==> src/rtl/mem_arb_pkg.sv <==
// rtl/mem_arb_pkg.sv - shared widths, FSM state and owner encodings for mem_arbiter
package mem_arb_pkg;

    localparam int AW = 16;
    localparam int DW = 16;

    typedef enum logic [1:0] {
        IDLE  = 2'd0,
        ISSUE = 2'd1,
        WAIT  = 2'd2,
        RESP  = 2'd3
    } state_t;

    typedef enum logic {
        OWN_F = 1'b0,
        OWN_D = 1'b1
    } owner_t;

endpackage

==> src/rtl/mem_watchdog.sv <==
// rtl/mem_watchdog.sv - 8-bit memory response watchdog with clear and enable
module mem_watchdog #(
    parameter int TIMEOUT = 255
) (
    input  logic clk,
    input  logic rst,
    input  logic clr,
    input  logic en,
    output logic expired
);

    localparam logic [8:0] LIMIT = 9'(TIMEOUT);

    logic [7:0] cnt;

    always_ff @(posedge clk or negedge rst) begin
        if (!rst) begin
            cnt <= '0;
        end else if (clr) begin
            cnt <= '0;
        end else if (en && cnt != 8'hFF) begin
            cnt <= cnt + 8'd1;
        end
    end

    // High in the enabled cycle whose increment brings the count to TIMEOUT.
    assign expired = en && (({1'b0, cnt} + 9'd1) == LIMIT);

endmodule

==> src/rtl/mem_arbiter.sv <==
// rtl/mem_arbiter.sv - fetch/data arbiter for the shared 16-bit memory port
module mem_arbiter
    import mem_arb_pkg::*;
#(
    parameter int MAX_DATA_RUN = 4,
    parameter int TIMEOUT      = 255
) (
    input  logic          clk,
    input  logic          rst,
    input  logic          f_req,
    input  logic [AW-1:0] f_addr,
    output logic          f_done,
    output logic [DW-1:0] f_rdata,
    output logic          f_err,
    input  logic          d_req,
    input  logic          d_wr,
    input  logic [AW-1:0] d_addr,
    input  logic [DW-1:0] d_wdata,
    output logic          d_done,
    output logic [DW-1:0] d_rdata,
    output logic          d_err,
    output logic          mem_en,
    output logic          mem_wr,
    output logic [AW-1:0] mem_addr,
    output logic [DW-1:0] mem_wdata,
    input  logic [DW-1:0] mem_rdata,
    input  logic          mem_done,
    output logic          mem_abort,
    output logic          busy
);

    localparam logic [3:0] MAX_RUN = 4'(MAX_DATA_RUN);

    state_t        state, next_state;
    logic [3:0]    run;
    owner_t        owner_q, owner_n;
    logic [AW-1:0] addr_q, addr_n;
    logic          wr_q, wr_n;
    logic [DW-1:0] wdata_q, wdata_n;
    logic          grant_d, grant_f, in_mem, wd_expired;

    logic          f_done_n, f_err_n, d_done_n, d_err_n;
    logic          mem_en_n, mem_wr_n, mem_abort_n, busy_n, rsp_err;
    logic [DW-1:0] f_rdata_n, d_rdata_n, mem_wdata_n, rsp_rdata;
    logic [AW-1:0] mem_addr_n;

    assign in_mem = (state == ISSUE) || (state == WAIT);

    mem_watchdog #(.TIMEOUT(TIMEOUT)) u_watchdog (
        .clk     (clk),
        .rst     (rst),
        .clr     (!in_mem),
        .en      (in_mem),
        .expired (wd_expired)
    );

    // Grant choice and the operands it selects; only IDLE may replace the held operands.
    always_comb begin
        grant_d = d_req && (!f_req || (run < MAX_RUN));
        grant_f = f_req && !grant_d;
        owner_n = owner_q;
        addr_n  = addr_q;
        wr_n    = wr_q;
        wdata_n = wdata_q;
        if (state == IDLE) begin
            owner_n = grant_d ? OWN_D : OWN_F;
            addr_n  = grant_d ? d_addr : f_addr;
            wr_n    = grant_d && d_wr;
            wdata_n = (grant_d && d_wr) ? d_wdata : '0;
        end
    end

    always_ff @(posedge clk or negedge rst) begin
        if (!rst) begin
            state <= IDLE;
        end else begin
            state <= next_state;
        end
    end

    always_comb begin
        next_state = state;
        case (state)
            IDLE:    if (f_req || d_req) next_state = addr_n[0] ? RESP : ISSUE;
            ISSUE:   next_state = WAIT;
            WAIT:    if (mem_abort || mem_done) next_state = RESP;
            RESP:    next_state = IDLE;
            default: next_state = IDLE;
        endcase
    end

    // Next values of the registered outputs, derived from the coming state.
    always_comb begin
        mem_en_n    = 1'b0;
        mem_wr_n    = 1'b0;
        mem_addr_n  = '0;
        mem_wdata_n = '0;
        rsp_rdata   = '0;
        rsp_err     = 1'b0;
        f_done_n    = 1'b0;
        f_rdata_n   = '0;
        f_err_n     = 1'b0;
        d_done_n    = 1'b0;
        d_rdata_n   = '0;
        d_err_n     = 1'b0;
        busy_n      = (next_state != IDLE);
        mem_abort_n = (state == WAIT) && !mem_abort && !mem_done && wd_expired;
        if (next_state == ISSUE) begin
            mem_en_n = 1'b1;
            mem_wr_n = wr_n;
        end
        if (next_state == ISSUE || next_state == WAIT) begin
            mem_addr_n  = addr_n;
            mem_wdata_n = wdata_n;
        end
        if (next_state == RESP) begin
            // From IDLE only a misaligned grant reaches RESP; after an abort any mem_done is stale.
            if (state == IDLE || mem_abort) begin
                rsp_err = 1'b1;
            end else if (!wr_q) begin
                rsp_rdata = mem_rdata;
            end
            if (owner_n == OWN_F) begin
                f_done_n  = 1'b1;
                f_rdata_n = rsp_rdata;
                f_err_n   = rsp_err;
            end else begin
                d_done_n  = 1'b1;
                d_rdata_n = rsp_rdata;
                d_err_n   = rsp_err;
            end
        end
    end

    always_ff @(posedge clk or negedge rst) begin
        if (!rst) begin
            run     <= '0;
            owner_q <= OWN_F;
            addr_q  <= '0;
            wr_q    <= 1'b0;
            wdata_q <= '0;
        end else begin
            owner_q <= owner_n;
            addr_q  <= addr_n;
            wr_q    <= wr_n;
            wdata_q <= wdata_n;
            if (state == IDLE) begin
                if (grant_d) begin
                    if (run != 4'hF) run <= run + 4'd1;
                end else if (grant_f) begin
                    run <= '0;
                end
            end
        end
    end

    always_ff @(posedge clk or negedge rst) begin
        if (!rst) begin
            f_done    <= 1'b0;
            f_rdata   <= '0;
            f_err     <= 1'b0;
            d_done    <= 1'b0;
            d_rdata   <= '0;
            d_err     <= 1'b0;
            mem_en    <= 1'b0;
            mem_wr    <= 1'b0;
            mem_addr  <= '0;
            mem_wdata <= '0;
            mem_abort <= 1'b0;
            busy      <= 1'b0;
        end else begin
            f_done    <= f_done_n;
            f_rdata   <= f_rdata_n;
            f_err     <= f_err_n;
            d_done    <= d_done_n;
            d_rdata   <= d_rdata_n;
            d_err     <= d_err_n;
            mem_en    <= mem_en_n;
            mem_wr    <= mem_wr_n;
            mem_addr  <= mem_addr_n;
            mem_wdata <= mem_wdata_n;
            mem_abort <= mem_abort_n;
            busy      <= busy_n;
        end
    end

endmodule
==> config.mk <==
export PLATFORM = sky130hd
export DESIGN_NAME = mem_arbiter
export DESIGN_NICKNAME = d
export VERILOG_FILES = /design/src/rtl/mem_arb_pkg.sv /design/src/rtl/mem_watchdog.sv /design/src/rtl/mem_arbiter.sv
export SDC_FILE = /design/constraint.sdc
export NUM_CORES = 1
export LEC_CHECK = 0
export CORE_ASPECT_RATIO = 1.25
export CORE_MARGIN = 5
export CORE_UTILIZATION = 56
export CTS_BUF_LIST = sky130_fd_sc_hd__clkbuf_16
export CTS_CLUSTER_SIZE = 8
export DETAILED_ROUTE_END_ITERATION = 6
export DONT_BUFFER_PORTS = 1
export HOLD_SLACK_MARGIN = 0.06
export PLACE_DENSITY = 0.74
export SKIP_CTS_REPAIR_TIMING = 1
export SLEW_MARGIN = 5
export SYNTH_ARGS = -nofsm -noshare
export SYNTH_HDL_FRONTEND = slang
export SYNTH_SLANG_ARGS = --single-unit
==> constraint.sdc <==
create_clock -name clk -period 2.56 [get_ports clk]
set_input_delay 0.512 -clock clk [delete_from_list [all_inputs] [get_ports clk]]
set_output_delay 0.512 -clock clk [all_outputs]
set_load 0.02 [all_outputs]
==> results of run 1 <==
==> logic make-up after synthesis <==
| kind of cell | Yosys count | share of synthesized area (%) |
|---|---|---|
| simple gates | 153 | 14.1 |
| xor+xnor | 6 | 1.12 |
| buf+inv | 34 | 3.67 |
| mux | 16 | 3.40 |
| flops | 120 | 63.8 |
| fa+ha+maj | 10 | 2.66 |
| compound gates | 80 | 11.3 |
==> power by group through the flow <==
stage	registers, W	clock network [W]	logic [W]
after global placement	0.00324	0	0.00196
after CTS	0.00324	0.00230	0.00206
after global routing	0.00328	0.00240	0.00234
after floorplan	0.00314	0	0.00166
after detailed placement	0.00326	0	0.00205
final	0.00322	0.00225	0.00201
==> routing by layer <==
layer / track usage (%) / up-vias / part of all wire (%)
li1: - / 1420 / -
met1: 22.4 / 1442 / 40
met2: 30.5 / 126 / 50
met3: 8.18 / 11 / 9.5
met4: 6.84 / 0 / 1.1
met5: 0 / - / 0
==> registers in the layout, summed over array words and instances (netlist names), 2 cells and up <==
| name | flops |
|---|---|
| addr_q | 16 |
| d_rdata | 16 |
| f_rdata | 16 |
| mem_addr | 16 |
| mem_wdata | 16 |
| wdata_q | 16 |
| u_watchdog.cnt | 8 |
| run | 4 |
| state | 2 |
==> per-stage QoR <==
step / cells / utilization [%] / worst slack (ns) / hold WS [ns]
finish: 533 / 64.7 / 0.234 / -0.192
global route: 533 / 64.7 / 0.0306 / -0.217
global placement: 501 / 57.8 / 0.298 / 0.219
floorplan: 419 / - / 0.0347 / 0.216
CTS: 532 / 64.7 / 0.101 / -0.214
detailed placement: 501 / 57.8 / 0.123 / 0.219
==> area by class of cell <==
| type | instances | area (µm²) |
|---|---|---|
| inverters | 12 | 47.5 |
| repair buffers | 7 | 52.6 |
| multi-input cells | 265 | 1540 |
| well taps | 97 | 121 |
| clock inverters | 14 | 143 |
| flip-flops and latches | 120 | 3000 |
| clock buffers | 17 | 425 |
| diodes | 1 | 2.50 |
| fillers | 614 | 2910 |
==> worst paths after layout <==
kind / endpoint / startpoint / cells past startpoint / slack, ns
setup reg to reg: d_rdata[4] / state[0] / 11 / 0.23
setup / recovery: d_rdata[4] / state[0] / 11 / 0.23
min in group clk: f_rdata[1] / mem_rdata[1] / 2 / 0.24
max in group asynchronous: state[1] / rst / 0 / 2.59
hold reg to reg: wdata_q[9] / wdata_q[9] / 2 / 0.47
hold / removal: f_rdata[11] / rst / 0 / -0.19
==> worst max-delay path, delay by kind of cell, from the launching register on <==
kind	cells	cell delay [ns]
buf+inv	2	0.37
compound gates	3	0.44
simple gates	4	0.57
fa+ha+maj	2	0.47
flops	1	0.40
==> synthesized netlist by cell type (all sizes together), types with 2 or more instances <==
master / number
a211oi: 16
nand3: 7
nand4: 3
o31ai: 2
clkbuf: 8
nand3b: 2
a21boi: 6
dfrtp: 120
a21o: 3
and2: 4
o21ai: 9
mux2i: 16
buf: 14
o211a: 2
nand2: 71
inv: 12
or3: 2
a31oi: 4
ha: 10
nor3: 2
xnor2: 6
a21oi: 32
nor2: 57
==> flow_metrics.py, run 1 <==
metrics = {
    "floorplan": {
        "die-area_mm2": 0.0104,
        "die_h_um": 113,
        "floorplan.initialDensity_pct": 57.2,
        "io_pins": 142,
        "design.core.area_mm2": 0.00824,
        "fp-row-count": 37,
        "die_w_um": 92.0,
    },
    "clocking": {
        "numCtsBuffers": 17,
        "cts_sinks": 120,
        "h-tree-depth": 4,
        "clk_latency_ns": 0.40,
        "clkTransAtPathRegs_ns": 0.05,
        "cts_tree": "yes",
        "clock_path_buffers": 2,
        "clock-root-buffer": "clkbuf_16",
    },
    "place": {
        "routabilityCongestion": 0.827,
        "hpwl_mm": 6.08,
        "placed_cell_area_mm2": 0.00476,
        "portBuffers": 0,
    },
    "pwr": {
        "p_comb_share_pct": 26.8,
        "swShare_pct": 37.0,
        "p_seq_share_pct": 43.1,
        "internal_power_w": 0.00472,
        "p_switching_w": 0.00277,
        "max-vdd-ir-drop_mv": 0.742,
        "power.density_mw_per_mm2": 1400,
        "p_leak_nw": 2.62,
        "power.total_w": 0.00749,
        "power_frac_clock_pct": 30.1,
    },
    "layout": {
        "area_growth_pct": 13.2,
        "layout_common_cells": "dfrtp_1 (120), nand2_1 (70), nor2_1 (57)",
        "layout-drive-gt1-share_pct": 9.43,
        "nets": 503,
        "final_common_cell": "dfrtp_1",
        "finish.instance_area_mm2": 0.00533,
    },
    "outcome": {
        "status": "finished with violations",
        "violations": "hold timing",
    },
    "synthesis": {
        "synth_area_leaders": "dfrtp_1 (64%), nand2_1 (5.6%), nor2_1 (4.5%)",
        "synthFlopType": "dfrtp_1",
        "netlist_area_mm2": 0.00471,
        "synth_top_area_share_pct": 63.8,
        "yosys.cell_types.count": 44,
        "yosys.area.top_type": "dfrtp_1",
        "ys_warn_count": 0,
        "synth_fp_nets": 499,
        "async_flop_share_pct": 100,
        "avgSynthCellArea_um2": 11.2,
        "synth-edff-count": 0,
        "synth_seq_cells": 120,
        "synth_cells": 419,
        "seq_area_frac_synth_pct": 63.8,
    },
    "route": {
        "dr.first_iter.drc_count": 106,
        "drtAntennaViolNets": 0,
        "viasPerCell": 5.63,
        "drt-total-wl_mm": 9.14,
        "routedWlPerCell_um": 17.1,
        "vias": 2999,
        "dr.pass1.iters": 4,
        "drc": 0,
    },
    "timing": {
        "setup_viol": 0,
        "relSlewSlack_pct": 61.2,
        "hold_viol_final": 120,
        "finalCritPeriodShare_pct": 90.9,
        "rsz0062_at_grt": "no",
        "fin_skew_ns": 0.00777,
        "hold_ws_ns": -0.192,
        "tightest_slew_ns": 0.580,
        "fin_crit_ns": 2.33,
        "max_freq_mhz": 430,
        "tns_ns": 0,
        "drv_slew": 0,
    },
    "flow_run": {
        "cap_violations": 0,
    },
    "worst_hold_path": {
        "min_path_type": "primary input to async pin",
    },
    "worst_setup_path": {
        "cp-end-kind": "flip-flop",
        "start_kind": "flip-flop",
        "slowest_delay_ns": 0.40,
        "crit_chain": "inv_1 -> ha_2 -> and3_1 -> a22o_1 -> a31oi_2 -> o21ai_1 -> ha_1 -> nor4b_4 -> buf_4 -> nand2_1 -> nor2_1",
        "crit_fanout": 16,
        "cp.arrival_ns": 2.65,
        "required_ns": 2.89,
        "path_class": "flip-flop to flip-flop",
        "cp_slowest_cell": "dfrtp_1",
    },
    "grt": {
        "antenna_found_initial": 1,
        "grt-ovfl-total": 0,
        "grt_max_degree": 121,
        "grt_pass1_vias": 3039,
        "grt_pass1_wl_mm": 15.1,
        "grt.total_usage_pct": 18.8,
    },
}
Power figures use the tool's default switching activity.
==> inputs of run 2 (changes only) <==
--- a/config.mk
+++ b/config.mk
@@ -15,7 +15,7 @@
 export HOLD_SLACK_MARGIN = 0.06
 export PLACE_DENSITY = 0.74
 export SKIP_CTS_REPAIR_TIMING = 1
-export SLEW_MARGIN = 5
+export SLEW_MARGIN = 25
 export SYNTH_ARGS = -nofsm -noshare
 export SYNTH_HDL_FRONTEND = slang
 export SYNTH_SLANG_ARGS = --single-unit
==> results of run 2 <==
Same layout as run 1: the final DEF is identical, and so are final timing and power.
==> inputs of run 3 (changes only) <==
--- a/config.mk
+++ b/config.mk
@@ -5,6 +5,7 @@
 export SDC_FILE = /design/constraint.sdc
 export NUM_CORES = 1
 export LEC_CHECK = 0
+export ABC_CLOCK_PERIOD_IN_PS = 2560
 export CORE_ASPECT_RATIO = 1.25
 export CORE_MARGIN = 5
 export CORE_UTILIZATION = 56
==> results of run 3 <==
Same layout as run 1: the final DEF is identical, and so are final timing and power.
